### config.mk
export PLATFORM = sky130hd
export DESIGN_NAME = serial_subtractor_flat
export DESIGN_NICKNAME = d
export VERILOG_FILES = /design/src/rtl/serial_subtractor_if.sv /design/src/rtl/serial_subtractor.sv /design/src/flat_wrapper.sv
export SDC_FILE = /design/constraint.sdc
export NUM_CORES = 1
export LEC_CHECK = 0
export CORE_ASPECT_RATIO = 1.1
export CORE_UTILIZATION = 54
export DETAILED_ROUTE_END_ITERATION = 10
export PLACE_DENSITY = 0.83
export SLEW_MARGIN = 10
export SYNTH_ARGS = -nofsm -noshare
export SYNTH_HDL_FRONTEND = slang
export SYNTH_SLANG_ARGS = --single-unit
### constraint.sdc
create_clock -name clk -period 3 [get_ports clk]
set_input_delay 0.6 -clock clk [delete_from_list [all_inputs] [get_ports clk]]
set_output_delay 0.6 -clock clk [all_outputs]
set_load 0.02 [all_outputs]
### src/rtl/serial_subtractor_if.sv
// Handshake and operand/result bundle for the bit-serial subtractor.
// The overflow output V exists only when OVERFLOW_FLAG_EN is defined.
interface serial_subtractor_if #(
    parameter int WIDTH = 8
);
    logic             start;
    logic [WIDTH-1:0] A;
    logic [WIDTH-1:0] B;
    logic             Bin;
    logic [WIDTH-1:0] D;
    logic             Bout;
    logic             busy;
    logic             done;
`ifdef OVERFLOW_FLAG_EN
    logic             V;
`endif

    modport master (
        output start, A, B, Bin,
`ifdef OVERFLOW_FLAG_EN
        input  V,
`endif
        input  D, Bout, busy, done
    );

    modport slave (
        input  start, A, B, Bin,
`ifdef OVERFLOW_FLAG_EN
        output V,
`endif
        output D, Bout, busy, done
    );
endinterface

### src/rtl/serial_subtractor.sv
// Bit-serial D = A - B - Bin, one full-subtractor cell, LSB first; OVERFLOW_FLAG_EN adds V.
// Latency: WIDTH+1 cycles from accepted start to the one-cycle done pulse.
// Backpressure: start is only accepted in IDLE or DONE; start while busy is dropped.
module serial_subtractor #(
    parameter int WIDTH = 8
) (
    input  logic                 clk,
    input  logic                 reset,
    serial_subtractor_if.slave   sub
);
    localparam int CW = $clog2(WIDTH) + 1;

    typedef enum logic [1:0] {
        IDLE = 2'd0,
        RUN  = 2'd1,
        DONE = 2'd2
    } state_t;

    state_t           state;
    state_t           state_nxt;
    logic [WIDTH-1:0] a_sh;
    logic [WIDTH-1:0] b_sh;
    logic [WIDTH-2:0] r_sh;
    logic [WIDTH-1:0] r_full;
    logic [CW-1:0]    count;
    logic             borrow;
    logic             borrow_nxt;
    logic             d_bit;
    logic             accept;
    logic             last;
    logic [WIDTH-1:0] d_q;
    logic             bout_q;
`ifdef OVERFLOW_FLAG_EN
    logic             a_msb;
    logic             b_msb;
    logic             v_q;
`endif

    always_comb begin
        accept     = sub.start && ((state == IDLE) || (state == DONE));
        last       = (state == RUN) && (count == CW'(WIDTH - 1));
        d_bit      = a_sh[0] ^ b_sh[0] ^ borrow;
        borrow_nxt = (~a_sh[0] & b_sh[0]) | (~(a_sh[0] ^ b_sh[0]) & borrow);
        // The new bit enters at the MSB; after WIDTH shifts r_full is the whole result.
        r_full     = {d_bit, r_sh};
        state_nxt  = state;
        case (state)
            IDLE:    if (accept) state_nxt = RUN;
            RUN:     if (last)   state_nxt = DONE;
            DONE:    state_nxt = accept ? RUN : IDLE;
            default: state_nxt = IDLE;
        endcase
    end

    always_ff @(posedge clk) begin
        if (reset) begin
            state  <= IDLE;
            a_sh   <= '0;
            b_sh   <= '0;
            r_sh   <= '0;
            count  <= '0;
            borrow <= 1'b0;
            d_q    <= '0;
            bout_q <= 1'b0;
`ifdef OVERFLOW_FLAG_EN
            a_msb  <= 1'b0;
            b_msb  <= 1'b0;
            v_q    <= 1'b0;
`endif
        end else begin
            state <= state_nxt;
            if (accept) begin
                a_sh   <= sub.A;
                b_sh   <= sub.B;
                borrow <= sub.Bin;
                count  <= '0;
`ifdef OVERFLOW_FLAG_EN
                a_msb  <= sub.A[WIDTH-1];
                b_msb  <= sub.B[WIDTH-1];
`endif
            end else if (state == RUN) begin
                a_sh   <= a_sh >> 1;
                b_sh   <= b_sh >> 1;
                borrow <= borrow_nxt;
                r_sh   <= r_full[WIDTH-1:1];
                count  <= count + CW'(1);
                // Results only move on completion, so they stay valid across a new start.
                if (last) begin
                    d_q    <= r_full;
                    bout_q <= borrow_nxt;
`ifdef OVERFLOW_FLAG_EN
                    v_q    <= (a_msb ^ b_msb) & (a_msb ^ d_bit);
`endif
                end
            end
        end
    end

    assign sub.D    = d_q;
    assign sub.Bout = bout_q;
    assign sub.busy = (state == RUN);
    assign sub.done = (state == DONE);
`ifdef OVERFLOW_FLAG_EN
    assign sub.V    = v_q;
`endif
endmodule

### src/flat_wrapper.sv
// flat-port wrapper written by rule: the top's interface ports become plain ports
module serial_subtractor_flat 
#(
    parameter int WIDTH = 8
)
  (clk, reset, sub_start, sub_A, sub_B, sub_Bin, sub_D, sub_Bout, sub_busy, sub_done);
  serial_subtractor_if #(.WIDTH(WIDTH)) sub_i ();
  input  logic clk;
  input  logic reset;
  input wire logic [$bits(sub_i.start)-1:0] sub_start;
  input wire logic [$bits(sub_i.A)-1:0] sub_A;
  input wire logic [$bits(sub_i.B)-1:0] sub_B;
  input wire logic [$bits(sub_i.Bin)-1:0] sub_Bin;
  output wire logic [$bits(sub_i.D)-1:0] sub_D;
  output wire logic [$bits(sub_i.Bout)-1:0] sub_Bout;
  output wire logic [$bits(sub_i.busy)-1:0] sub_busy;
  output wire logic [$bits(sub_i.done)-1:0] sub_done;
  assign sub_i.start = sub_start;
  assign sub_i.A = sub_A;
  assign sub_i.B = sub_B;
  assign sub_i.Bin = sub_Bin;
  assign sub_D = sub_i.D;
  assign sub_Bout = sub_i.Bout;
  assign sub_busy = sub_i.busy;
  assign sub_done = sub_i.done;
  serial_subtractor #(.WIDTH(WIDTH)) u_core (.clk(clk), .reset(reset), .sub(sub_i));
endmodule
; After elaboration in Yosys (flattened, before gate mapping)
; Cells that the tools add are included.
[totals]
reg_bits = 39
[classes]
reduce_logical = 9
n_bitwise = 8
mux = 10
n_eq_ne = 5
add_sub_neg = 1
[op_table]
columns = cell, count
row1 = $mux 8, 4
row2 = $pmux 2 s3, 1
row3 = $add 4x1->4 const B, 1
row4 = $eq 4x3->1 const B, 1
row5 = $mux 2, 2
row6 = $ne 2x1->1 const B, 2
row7 = $reduce_and 2->1, 2
row8 = $mux 1, 3
row9 = $not 1->1, 3
row10 = $reduce_and 3->1, 1
row11 = $and 1x1->1, 2
row12 = $eq 2x1->1 const B, 1
row13 = $eq 2x2->1 const B, 1
row14 = $logic_and 1x1->1, 2
row15 = $logic_not 2->1, 1
row16 = $reduce_bool 2->1, 1
row17 = $reduce_or 2->1, 1
row18 = $xor 1x1->1, 2
row19 = $logic_or 1x1->1, 1
row20 = $or 1x1->1, 1

; Longest topological paths before layout
; Gate-level depths: netlist (run 1).
[logic_depth]
ltp_word = 6
mapped_depth = 6
depth_no_buf = 4

; Least setup slack after synthesis (run 1)
; Ideal clock, no wire load.
[synth_timing]
path_kind = flip-flop to output port
startpoint = register u_core.state[1]
endpoint = output sub_busy
n_path_buf = 2
path_stages_with_launch = 5
arrival_ns = 0.861
path_slack_ns = 1.539
path_cell_list = dfxtp_1 -> nand2b_1 -> buf_6 -> inv_4 -> buf_2
[synth_between]
elab_chain_cells = 1
[synth_rtl]
columns = element, line_no
row1 = "start, declared", serial_subtractor.sv:19  ; state_t state;
row2 = "start signal, assigned", serial_subtractor.sv:71  ; state <= state_nxt;
row3 = $eq 2x1->1, serial_subtractor.sv:101  ; assign sub.busy = (state == RUN);
row4 = "end, declared", flat_wrapper.sv:16  ; output wire logic [$bits(sub_i.busy)-1:0] sub_busy;
; No other way between the ends.

; Final worst setup path (run 1)
[layout_timing]
startpoint = register u_core.state[0]
endpoint = output sub_busy
; Same word-level chain as after synthesis.

==> results of run 1 <==
==> per-layer routing <==
metal / vias to the layer above / part of all wire, % / wire, um
met5: - / 0 / 0
met4: 0 / 2.1 / 73
met3: 8 / 3.9 / 137
met2: 29 / 49 / 1710
met1: 659 / 45 / 1570
li1: 692 / - / -
==> worst max-delay path by stage <==
stage	from	to	slack, ns
6_report	u_core.state[0]$_SDFFE_PP0P_	sub_busy	0.56
5_1_grt	u_core.state[0]$_SDFFE_PP0P_	sub_busy	0.43
2_1_floorplan	u_core.state[1]$_SDFFE_PP0P_	sub_busy	1.54
4_1_cts	u_core.state[0]$_SDFFE_PP0P_	sub_busy	0.54
3_3_place_gp	sub_start	u_core.b_sh[1]$_SDFFE_PP0P_	0.96
3_5_place_dp	sub_start	u_core.a_sh[1]$_SDFFE_PP0P_	0.91
==> final cells by class <==
type                       count  area (um^2)
clock inverter                 2         12.5
sequential                    39          781
tap                           33         41.3
fill                         247          872
inverter                       3         13.8
timing repair buffer          33          323
clock buffer                   6         41.3
multi-input combinational    126          693
==> state kept, by name (all words and copies together) (netlist names) <==
name             cells
u_core.state         2
u_core.sub.Bout      1
u_core.borrow        1
u_core.a_sh          8
u_core.sub.D         8
u_core.count         4
u_core.b_sh          8
u_core.r_sh          7
==> metrics by stage <==
| step | hold WS (ns) | utilization (%) |
|---|---|---|
| after floorplan | 0.437 | - |
| after global placement | 0.443 | 66.7 |
| after detailed placement | 0.453 | 66.7 |
| after CTS | 0.469 | 68.6 |
| after global routing | 0.491 | 68.6 |
| final | 0.472 | 68.6 |
==> cell usage in the layout (no fill, tap or decap), types with 2 or more instances in the layout <==
cell type,instances
mux2i_1,2
nand2_1,29
a22oi_1,2
nor2_1,8
nand3b_1,2
o21ai_0,9
a21oi_1,21
nor3_1,15
clkbuf_4,5
dfxtp_1,39
o22ai_1,5
nand3_1,13
inv_1,2
buf_4,3
nand2b_1,2
clkdlybuf4s50_1,30
a311oi_1,8
==> cell families (layout without fill, tap and decap cells) <==
group                    count (synthesis)  count (layout)  synth area share (%)
AND/OR/NAND/NOR                         73              73                  21.3
AO/OA/AOI/OAI                           47              47                  18.3
flip-flops                              39              39                  49.6
buffers and inverters                   19              44                  6.43
adder cells (fa/ha/maj)                  2               2                  2.07
XOR/XNOR                                 2               2                  1.11
multiplexers                             2               2                  1.27
==> power by group <==
group | internal (uW) | switching (uW) | total [uW]
combinational | 58.0 | 70.5 | 129
clock | 90.4 | 179 | 269
sequential | 542 | 14.5 | 557
==> critical path: stages, from the launching register on <==
cell	delay [ns]
dfxtp_1	0.39
nand2b_1	0.13
inv_4	0.29
clkdlybuf4s50_1	0.67
==> impl_metrics.ini, run 1 <==
[pwr]
design_power_total_uw = 954
p_leak_uw = 0.000645
power_density_mw_per_mm2 = 501
ir_drop_mv = 0.363

[synthesis]
synth_cell_type_count = 30
yosysWarnings = 0
syn-cell-area_mm2 = 0.00158
synth_seq_cells = 39
synth.largest_area_cell = dfxtp_1
synth_ff_type = dfxtp_1
yosys-top-cells-count = dfxtp_1, nand2_1, a21oi_1
yosysMostFrequentCell = dfxtp_1
avgSynthCellArea_um2 = 8.56
postSynthCellCount = 184
async_flop_share_pct = 0
synth_area_leaders = dfxtp_1, nand2_1, a21oi_1
synth_edf_count = 0
synth_top_cell_area_share_pct = 49.6
syn_nets = 206
ys_seq_area_share_pct = 49.6

[global_routing]
use_met2_pct = 44.8
antenna_found_initial = 0
gr-total-overflow = 0
top_usage_layer = met2
grt_pass1_vias = 1357
grt_max_degree = 40
grt_util_met1_pct = 27.4
use_met3_pct = 4.91
grt_pass1_wl_mm = 5.66
grtUsageTotal_pct = 25.0

[timing]
hold_violations = 0
slew_viol_final = 0
relSlewSlack_pct = 46.2
fmax_mhz = 409
fin_ws_ns = 0.558
skew_ns = 0.00638
period_minus_slack_ns = 2.44
setup_viol = 0
fin_crit_sh_pct = 81.4
rsz0062_at_grt = no
worst_slew_pin_slew_ns = 0.808
fin_setup_tns_ns = 0

[worst_setup_path]
reg2reg_from = u_core.state[0]$_SDFFE_PP0P_
critPathMaxFanout = 36
worstSetupEndpointType = output pin
path_class = register to output pin
r2r_cells = 3
r2r_end = u_core.a_sh[1]$_SDFFE_PP0P_
worstPathRequired_ns = 2.40
worstSetupStartpointType = register
rrSetupSlack_ns = 1.49
cp_data_arrival_time_ns = 1.84

[placed_design]
place_inst = 234
gp_congestion = 0.753
port_buffers = 30
detailed_place_hpwl_mm = 2.22
pre_cts_ws_ns = 0.914
placed_area_mm2 = 0.00185

[clock_network]
insertion_delay_ns = 0.36
cts_tree = done
path_clk_slew_ns = 0.11
cts_sinks = 39
cts_made_buffers = 5
h-tree-depth = 2
cts_buffer_depth = 2
root_buffer = clkbuf_4
cts_resized = 0
cts_hold_buffers = 0
post-cts-setup-buffers = 0

[drt]
drcViolationCount = 0
firstDrtPassIters = 4
totalWireLength_mm = 3.49
wl_per_cell_um = 14.4
post_drt_via_cell_ratio = 5.74
vias = 1388
postRouteAntennaNets = 0
drt_iter0_markers = 25

[run_status]
outcome = finished, final reports clean

[min_path]
min_to = u_core.r_sh[0]$_SDFFE_PP0P_
hold_path_depth = 2
hold_class = register to register
holdCritStartpoint = u_core.r_sh[0]$_SDFFE_PP0P_

[floorplan]
initial_core_util_pct = 56.7
die_w_um = 53.5
die_h_um = 58.6
pin_count = 31
die_area_mm2 = 0.00314
num_rows = 20
core_area_mm2 = 0.00278

[final_layout]
antenna-diode-count = 0
nets = 230
stdcell_count = 242
drive_gt1_share_pct = 5.74
area_growth_pct = 21.0
final_cell_area_mm2 = 0.00191

[run]
drv_cap = 0
(Power assumes the default switching activity.)
==> run 2, diff against run 1 <==
--- a/config.mk
+++ b/config.mk
@@ -6,9 +6,9 @@
 export NUM_CORES = 1
 export LEC_CHECK = 0
 export CORE_ASPECT_RATIO = 1.1
-export CORE_UTILIZATION = 54
+export CORE_UTILIZATION = 50
 export DETAILED_ROUTE_END_ITERATION = 10
-export PLACE_DENSITY = 0.83
+export PLACE_DENSITY = 0.78
 export SLEW_MARGIN = 10
 export SYNTH_ARGS = -nofsm -noshare
 export SYNTH_HDL_FRONTEND = slang
==> constraint.sdc (replaced) <==
create_clock -name clk -period 2.26 [get_ports clk]
set_input_delay 0.452 -clock clk [delete_from_list [all_inputs] [get_ports clk]]
set_output_delay 0.452 -clock clk [all_outputs]
set_load 0.02 [all_outputs]
==> impl_metrics.ini, run 2 (synthesis results as in run 1) <==
[worst_setup_path]
worstSetupStartpointType = register
path_class = register to output pin
worstPathRequired_ns = 1.81
critPathMaxFanout = 5
cp_data_arrival_time_ns = 1.57
worstSetupEndpointType = output pin

[global_routing]
gr-total-overflow = 0
grt_pass1_wl_mm = 5.58
grt_pass1_vias = 1294
grt_max_degree = 36
grtUsageTotal_pct = 21.4
antenna_found_initial = 0

[floorplan]
die_area_mm2 = 0.00338
die_w_um = 55.5
core_area_mm2 = 0.00302
die_h_um = 60.9
initial_core_util_pct = 52.1
num_rows = 21
pin_count = 31

[timing]
relSlewSlack_pct = 47.2
fin_ws_ns = 0.233
fin_setup_tns_ns = 0
skew_ns = 0.00839
fmax_mhz = 493
slew_viol_final = 0
rsz0062_at_grt = no
worst_slew_pin_slew_ns = 0.792
period_minus_slack_ns = 2.03
hold_violations = 0
fin_crit_sh_pct = 89.7
setup_viol = 0
whs_ns = 0.473

[drt]
drcViolationCount = 0
totalWireLength_mm = 3.36
top_layer = met4
routed-wl-met2_mm = 1.60
wl_met1_mm = 1.56
vias = 1360
firstDrtPassIters = 4
wl_per_cell_um = 13.8
drt_iter0_markers = 27
postRouteAntennaNets = 0
post_drt_via_cell_ratio = 5.60
wl_met3_um = 173

[final_layout]
final_cell_mix = dfxtp_1, clkdlybuf4s50_1, nand2_1, a21oi_1, nor3_1
multi_input_area_um2 = 693
antenna-diode-count = 0
layout_commonest_cell = dfxtp_1
seqCellArea_um2 = 781
nFillCells = 267
nets = 232
area_growth_pct = 21.2
drive_gt1_share_pct = 5.74

[clock_network]
h-tree-depth = 2
root_buffer = clkbuf_4
cts_buffer_depth = 2
insertion_delay_ns = 0.33
cts_hold_buffers = 0
cts_tree = done
post-cts-setup-buffers = 0
path_clk_slew_ns = 0.10
cts_resized = 0
cts_made_buffers = 5
cts_sinks = 39

[min_path]
hold_class = register to register

[pwr]
ir_drop_mv = 0.485
p_leak_uw = 0.000651
power_density_mw_per_mm2 = 645
design_power_total_uw = 1230

[run_status]
outcome = finished, final reports clean

[placed_design]
port_buffers = 30
gp_congestion = 0.725
detailed_place_hpwl_mm = 2.19
pre_cts_ws_ns = 0.343

[run]
drv_cap = 0
run 2: changes by cell type in the layout (fill, tap and decap cells not counted):
| cell | delta |
|---|---|
| buf_4 | +2 |
| clkinv_2 | -1 |
| clkinvlp_4 | -1 |
run 2: final cells by class:
cell class / count / share of cell area (%)
timing repair buffer: 35 / 17.7
tap: 34 / 2.23
inverter: 3 / 0.721
clock buffer: 6 / 2.16
sequential: 39 / 40.9
multi-input combinational: 126 / 36.3
run 2: layer usage:
layer	vias to the layer above	track usage [%]
met5	-	0
met4	0	6.79
met2	38	36.3
met3	4	8.10
met1	625	25.6
li1	693	-
run 2: metrics by stage:
step	instance area (um^2)	instances	util, %
2_1_floorplan	1580	184	-
4_1_cts	1910	243	63.2
5_1_grt	1910	243	63.2
3_3_place_gp	1870	237	61.8
6_report	1910	243	63.2
3_5_place_dp	1870	237	61.8
run 2: final timing paths:
check / cells past startpoint / startpoint / slack, ns / to
hold reg to reg: 2 / u_core.r_sh[0]$_SDFFE_PP0P_ / 0.47 / u_core.r_sh[0]$_SDFFE_PP0P_
setup / recovery: 3 / u_core.state[0]$_SDFFE_PP0P_ / 0.23 / sub_busy
setup reg to reg: 3 / u_core.state[0]$_SDFFE_PP0P_ / 0.73 / u_core.b_sh[2]$_SDFFE_PP0P_
hold / removal: 2 / u_core.r_sh[0]$_SDFFE_PP0P_ / 0.47 / u_core.r_sh[0]$_SDFFE_PP0P_
run 2: critical path, cell delays in order, from the launching register on:
cell,delay [ns]
dfxtp_1,0.42
nand2b_1,0.16
inv_4,0.08
clkdlybuf4s50_1,0.60
run 2: power breakdown:
group | leakage [uW] | total (uW) | internal (uW) | switching (uW)
sequential | 0.000318 | 739 | 719 | 20.1
combinational | 0.000308 | 174 | 79.8 | 94.0
clock | 0.0000242 | 317 | 111 | 207
